`src/rtl/hazard_ctrl.sv`:
```
// Pipeline hazard sequencer: load-use, branch redirect, memory wait and mul/div stalls.
// Stall/flush/md_go are combinational same-cycle; state and counters update on clk.
module hazard_ctrl #(
  parameter int CNT_W  = 16,
  parameter int MD_MAX = 64
) (
  input  logic             clk,
  input  logic             rst,
  input  logic [4:0]       id_rs1,
  input  logic [4:0]       id_rs2,
  input  logic             id_rs1_used,
  input  logic             id_rs2_used,
  input  logic [4:0]       ex_rd,
  input  logic             ex_mem_read,
  input  logic             ex_branch_taken,
  input  logic             ex_md_valid,
  input  logic             md_done,
  input  logic             mem_req,
  input  logic             mem_ready,
  output logic             md_go,
  output logic             stall_pc,
  output logic             stall_ifid,
  output logic             stall_idex,
  output logic             stall_exmem,
  output logic             flush_ifid,
  output logic             flush_idex,
  output logic             flush_exmem,
  output logic             flush_memwb,
  output logic [CNT_W-1:0] stall_cnt,
  output logic             md_timeout
);

  localparam int MDC_W = $clog2(MD_MAX + 1);

  typedef enum logic {RUN, MD_BUSY} state_t;

  state_t           state, state_nxt;
  logic [MDC_W-1:0] md_cnt, md_cnt_nxt;
  logic             mem_stall, lu, md_hold, timeout_set;

  assign mem_stall = mem_req & ~mem_ready;
  assign lu = ex_mem_read & (ex_rd != 5'd0) &
              ((id_rs1_used & (id_rs1 == ex_rd)) | (id_rs2_used & (id_rs2 == ex_rd)));
  // MD_BUSY keeps the pipeline frozen until the result arrives or the budget runs out.
  assign md_hold = (state == MD_BUSY) & ~md_done & (md_cnt != '0);

  always_ff @(posedge clk or negedge rst) begin
    if (!rst) begin
      state  <= RUN;
      md_cnt <= '0;
    end else begin
      state  <= state_nxt;
      md_cnt <= md_cnt_nxt;
    end
  end

  always_comb begin
    state_nxt   = state;
    md_cnt_nxt  = md_cnt;
    timeout_set = 1'b0;
    if (!mem_stall) begin
      case (state)
        RUN: begin
          if (ex_md_valid) begin
            state_nxt  = MD_BUSY;
            md_cnt_nxt = MDC_W'(MD_MAX - 1);
          end
        end
        MD_BUSY: begin
          if (md_done) begin
            state_nxt = RUN;
          end else if (md_cnt == '0) begin
            state_nxt   = RUN;
            timeout_set = 1'b1;
          end else begin
            md_cnt_nxt = md_cnt - 1'b1;
          end
        end
        default: state_nxt = RUN;
      endcase
    end
  end

  always_comb begin
    md_go       = 1'b0;
    stall_pc    = 1'b0;
    stall_ifid  = 1'b0;
    stall_idex  = 1'b0;
    stall_exmem = 1'b0;
    flush_ifid  = 1'b0;
    flush_idex  = 1'b0;
    flush_exmem = 1'b0;
    flush_memwb = 1'b0;
    if (rst) begin
      if (mem_stall) begin
        stall_pc    = 1'b1;
        stall_ifid  = 1'b1;
        stall_idex  = 1'b1;
        stall_exmem = 1'b1;
        flush_memwb = 1'b1;
      end else if (md_hold) begin
        stall_pc    = 1'b1;
        stall_ifid  = 1'b1;
        stall_idex  = 1'b1;
        flush_exmem = 1'b1;
      end else if (state == RUN && ex_md_valid) begin
        md_go       = 1'b1;
        stall_pc    = 1'b1;
        stall_ifid  = 1'b1;
        stall_idex  = 1'b1;
        flush_exmem = 1'b1;
      end else if (ex_branch_taken) begin
        flush_ifid  = 1'b1;
        flush_idex  = 1'b1;
      end else if (lu) begin
        stall_pc    = 1'b1;
        stall_ifid  = 1'b1;
        flush_idex  = 1'b1;
      end
    end
  end

  always_ff @(posedge clk or negedge rst) begin
    if (!rst) begin
      stall_cnt  <= '0;
      md_timeout <= 1'b0;
    end else begin
      if (stall_pc && (stall_cnt != '1))
        stall_cnt <= stall_cnt + 1'b1;
      if (timeout_set)
        md_timeout <= 1'b1;
    end
  end

endmodule

```
`config.mk`:
```
export PLATFORM = sky130hd
export DESIGN_NAME = hazard_ctrl
export DESIGN_NICKNAME = d
export VERILOG_FILES = /design/src/rtl/hazard_ctrl.sv
export SDC_FILE = /design/constraint.sdc
export NUM_CORES = 1
export LEC_CHECK = 0
export ABC_CLOCK_PERIOD_IN_PS = 2150
export BUFFER_PORTS_ARGS = -buffer_cell sky130_fd_sc_hd__buf_2
export CORE_MARGIN = 3
export CORE_UTILIZATION = 40
export DETAILED_ROUTE_END_ITERATION = 8
export PLACE_DENSITY = 0.66
export REMOVE_ABC_BUFFERS = 1
export SETUP_SLACK_MARGIN = 0.02
export SLEW_MARGIN = 30
export SYNTH_ARGS = -nofsm -noshare
export SYNTH_HDL_FRONTEND = slang
export SYNTH_SLANG_ARGS = --single-unit
export TNS_END_PERCENT = 100
```
`constraint.sdc`:
```
create_clock -name clk -period 2.15 [get_ports clk]
set_input_delay 0.3225 -clock clk [delete_from_list [all_inputs] [get_ports clk]]
set_output_delay 0.3225 -clock clk [all_outputs]
set_load 0.03 [all_outputs]
```
# Word-level counts from Yosys, hierarchy flattened
# Cells that the tools add are included.
# W data, S select, Z words.
# totals
register_bits,25
input_bits,25
out_inout_bits,26
elab_cells,69
# op_classes
add_sub_neg,2
eq_ne,6
mux,39
bitwise,12
reduce_logical,6
# ops
operator,count
$mux W1,34
$mux W7,3
$add A16 B1 Y16 const B,1
$ne A16 B16 Y1 const B,1
$pmux W7 S2,1
$eq A5 B5 Y1,2
$and A1 B1 Y1,7
$logic_not A7 Y1,1
$reduce_bool A7 Y1,1
$sub A7 B1 Y7 const B,1
$ne A2 B2 Y1 const B,3
$reduce_bool A5 Y1,1
$not A1 Y1,4
$reduce_and A4 Y1,1
$logic_and A1 B1 Y1,2
$pmux W1 S2,1
$or A1 B1 Y1,1

# Depth between registers and ports, before layout
# logic_depth
depth_word,11
mapped_depth,10

# Worst setup path before layout
# OpenSTA, ideal clock, no wires.
# synth_path
kind,in2reg
start,input port ex_rd[4]
end,register stall_cnt[6]
t_arrival_ps,2354
setup_slack_ps,-338
stages,8
path_buffers,1
path_cell_list,xor2_1 -> nor4_2 -> a32oi_1 -> o41ai_2 -> and2_4 -> buf_8 -> nand4_1 -> xnor2_1
# synth_via
elab_chain_len,11
# synth_lines
item,line_no,text
from (decl),13,"input logic [4:0] ex_rd,"
$eq A5 B5 Y1,43,((id_rs1_used & (id_rs1 == ex_rd)) | (id_rs2_used & (id_rs2 == ex_rd)));
$and A1 B1 Y1,43,
$or A1 B1 Y1,43,
$and A1 B1 Y1 *,42,assign lu = ex_mem_read & (ex_rd != 5'd0) &
$mux W1 * (6 in series),-,
named net stall_ifid,22,"output logic stall_ifid,"
$logic_and A1 B1 Y1 *,128,if (stall_pc && (stall_cnt != '1))
to (signal assigned),129,stall_cnt <= stall_cnt + 1'b1;
to (decl),29,"output logic [CNT_W-1:0] stall_cnt,"
# The timed path passes the listed nets; every way through them passes the cells marked *.
# A chain may end at the register's enable or synchronous reset.

# Final worst setup path
# layout_path
start,register md_cnt[3]
end,output port stall_pc
# layout_via
elab_chain_len,5
# layout_lines
item,line_no,text
from (decl),38,"logic [MDC_W-1:0] md_cnt, md_cnt_nxt;"
from (signal assigned),53,md_cnt <= md_cnt_nxt;
$reduce_bool A7 Y1,45,assign md_hold = (state == MD_BUSY) & ~md_done & (md_cnt != '0);
$and A1 B1 Y1,45,
$mux W1,101,end else if (md_hold) begin
$mux W1,95,if (mem_stall) begin
$mux W1,94,if (rst) begin
to (decl),21,"output logic stall_pc,"
# No other way between the ends.

==> results.yml <==
status:
  status: "complete, but fails checks"
  violations: "setup timing"
setup_path:
  crit_arrival_ns: 1.87
  crit_fanout: 5
  worstSetupPathType: "reg2out"
  endpoint_kind: "output pin"
  cp-start-kind: "register"
  crit_required_ns: 1.83
  regToRegSetupSlack_ns: 0.10
synthesis:
  netlist_instances: 137
  yosysSeqAreaShare_pct: 43.37
  avgSynthCellArea_um2: 10.53
  ys_types: 41
  ys_ff_latch: 25
  syn_area_mm2: 0.001443
  synth_warnings: 0
  async_reset_ff_share_pct: 100.0
  synth_edf_count: 0
  ys.flop_type: "dfrtp_1"
global_routing:
  grt_pass1_vias: 1240
  grt_antenna_before_repair: 0
  grt_start_max_net_pins: 14
  grt_usage_pct: 15.35
  grt_pass1_wl_um: 5326
  globalRouteOverflowTotal: 0
sta:
  fin_crit_ns: 2.197
  slew_viol_final: 0
  rsz0062_at_grt: "yes"
  max_clock_freq_ghz: 0.4551
  finalSetupViolCount: 2
  worst_pin_slew_ns: 0.6089
  slew_headroom_pct: 59.28
  finalHoldViolCount: 0
  period_share_pct: 102.2
  clock_skew_ns: 0.006551
  fin_ws_ns: -0.04723
floorplan:
  core-area_mm2: 0.003416
  num_rows: 21
  io_pins: 51
  start_util_pct: 42.23
  fp.dieH_um: 66.06
  dieArea_mm2: 0.004363
  fp.dieW_um: 66.06
routing:
  viasPerCell: 4.951
  drt_iter0_markers: 35
  first_pass_iters: 4
  vias: 1218
  totalWireLength_um: 3305
  drc: 0
  ant_nets: 0
  routedWlPerCell_um: 13.43
clocking:
  clk_latency_ns: 0.31
  clkSinkCount: 25
  clk_pin_slew_ns: 0.14
  cts_made_buffers: 3
  cts.path.max_buffers: 2
  htree_levels: 1
  cts_tree: "built"
  root_buffer: "clkbuf_4"
worst_hold_path:
  hold_path_class: "reg2reg"
placed_design:
  port_buffers: 50
  hpwl_um: 2585
  gp_congestion: 0.8692
  dp.cells: 233
  place_ws_ns: -0.1800
cells_and_area:
  drive_gt1_share_pct: 43.00
  final_cell_mix: "buf_2, dfrtp_1, xnor2_1"
  syn2layout_area_growth_pct: 31.83
  nFillCells: 320
  layout_commonest_cell: "buf_2"
  num_antenna_cells: 0
  nets: 229
  finalNonFillerCells: 246
  final_core_util_pct: 55.68
run:
  cap_violations: 0
power_and_ir_drop:
  leakagePower_nw: 0.9378
  vdd_drop_max_mv: 0.8762
  power.density_mw_per_mm2: 730.9
[path summary, 6_finish.rpt]
check	start	to	cells after the start
min in group asynchronous	rst	md_cnt[1]	3
max reg2reg	md_cnt[3]	stall_cnt[1]	7
max	md_cnt[3]	stall_pc	5
max in group asynchronous	rst	md_cnt[3]	3
min	md_timeout	md_timeout	1
min reg2reg	md_timeout	md_timeout	1
[where the power goes]
part / internal, mW / leakage (nW) / switching [mW]
Combinational: 0.218 / 0.615 / 0.326
Sequential: 0.548 / 0.308 / 0.0917
Clock: 0.0724 / 0.0150 / 0.135
Total: 0.837 / 0.938 / 0.553
[metrics by stage]
step	setup TNS [ns]	power, mW	cell area, um^2	hold slack, ns
2_1_floorplan	-12.36	0.9654	1404	0.02691
3_3_place_gp	-0.01606	1.127	1749	0.2887
3_5_place_dp	-1.379	1.144	1749	0.3046
4_1_cts	-0.1322	1.393	1859	0.4877
5_1_grt	-0.5251	1.481	1902	0.4971
6_report	-0.09348	1.390	1902	0.4851
[sequential cells by signal, indices dropped and copies added (netlist names)]
register,flops
md_cnt,7
state,1
md_timeout,1
stall_cnt,16
[cell type report]
| cell class | count | area, um^2 | area share (%) |
|---|---|---|---|
| Clock buffer | 4 | 26.28 | 1.382 |
| Inverter | 4 | 15.01 | 0.7895 |
| Multi-Input combinational cell | 104 | 800.8 | 42.11 |
| Sequential cell | 25 | 626.9 | 32.96 |
| Tap cell | 46 | 57.56 | 3.026 |
| Timing Repair Buffer | 63 | 375.4 | 19.74 |
[timing repair]
action                                  CTS  global route
pin swaps                                 4             1
gates resized for setup                  10             8
endpoints found under the setup margin    6            11
buffers inserted                          4             2
hold endpoints to repair                 25             0
hold buffers                              2             0
cloned                                    0             1
[synth_stat cells, types with 2 or more instances]
cell	count	area share (%)
nor4_1	2	0.87
nand4_1	6	2.6
dfrtp_1	25	43
and3_1	4	1.7
buf_4	2	1.0
xnor2_1	16	9.7
a21oi_1	2	0.69
nand2b_1	2	0.87
ha_1	3	2.6
nor3_1	2	0.69
nor2b_1	2	0.87
and3_2	4	2.1
xor2_1	13	7.9
nand2_1	10	2.6
nor2_1	10	2.6
inv_1	4	1.0
nand3_1	6	2.1
[logic make-up (layout without fill, tap and decap cells)]
logic type	Yosys count	after routing	share of synthesized area, %
AOI/OAI and AO/OA	12	12	8.067
xor gates and xnor gates	29	29	17.61
adders and majority gates	3	3	2.602
buffers and inverters	9	71	3.728
DFF	25	25	43.37
muxes	1	1	0.7805
and+or+nand+nor	58	59	23.85
[worst max-delay path, cell delays in order (launching register included)]
cell and delay [ns]:
dfrtp_2 0.47, nor4_4 0.35, a21oi_4 0.12, o31ai_4 0.30, o41ai_4 0.14, buf_4 0.19
[routing by layer]
| metal | vias up | track usage, % | part of all wire (%) |
|---|---|---|---|
| li1 | 607 | - | - |
| met1 | 585 | 17.63 | 42 |
| met2 | 24 | 29.79 | 55 |
| met3 | 2 | 3.231 | 3.3 |
| met4 | 0 | 1.523 | 0.27 |
| met5 | - | 0 | 0 |
Note: power is estimated with default switching activity, not from simulation.
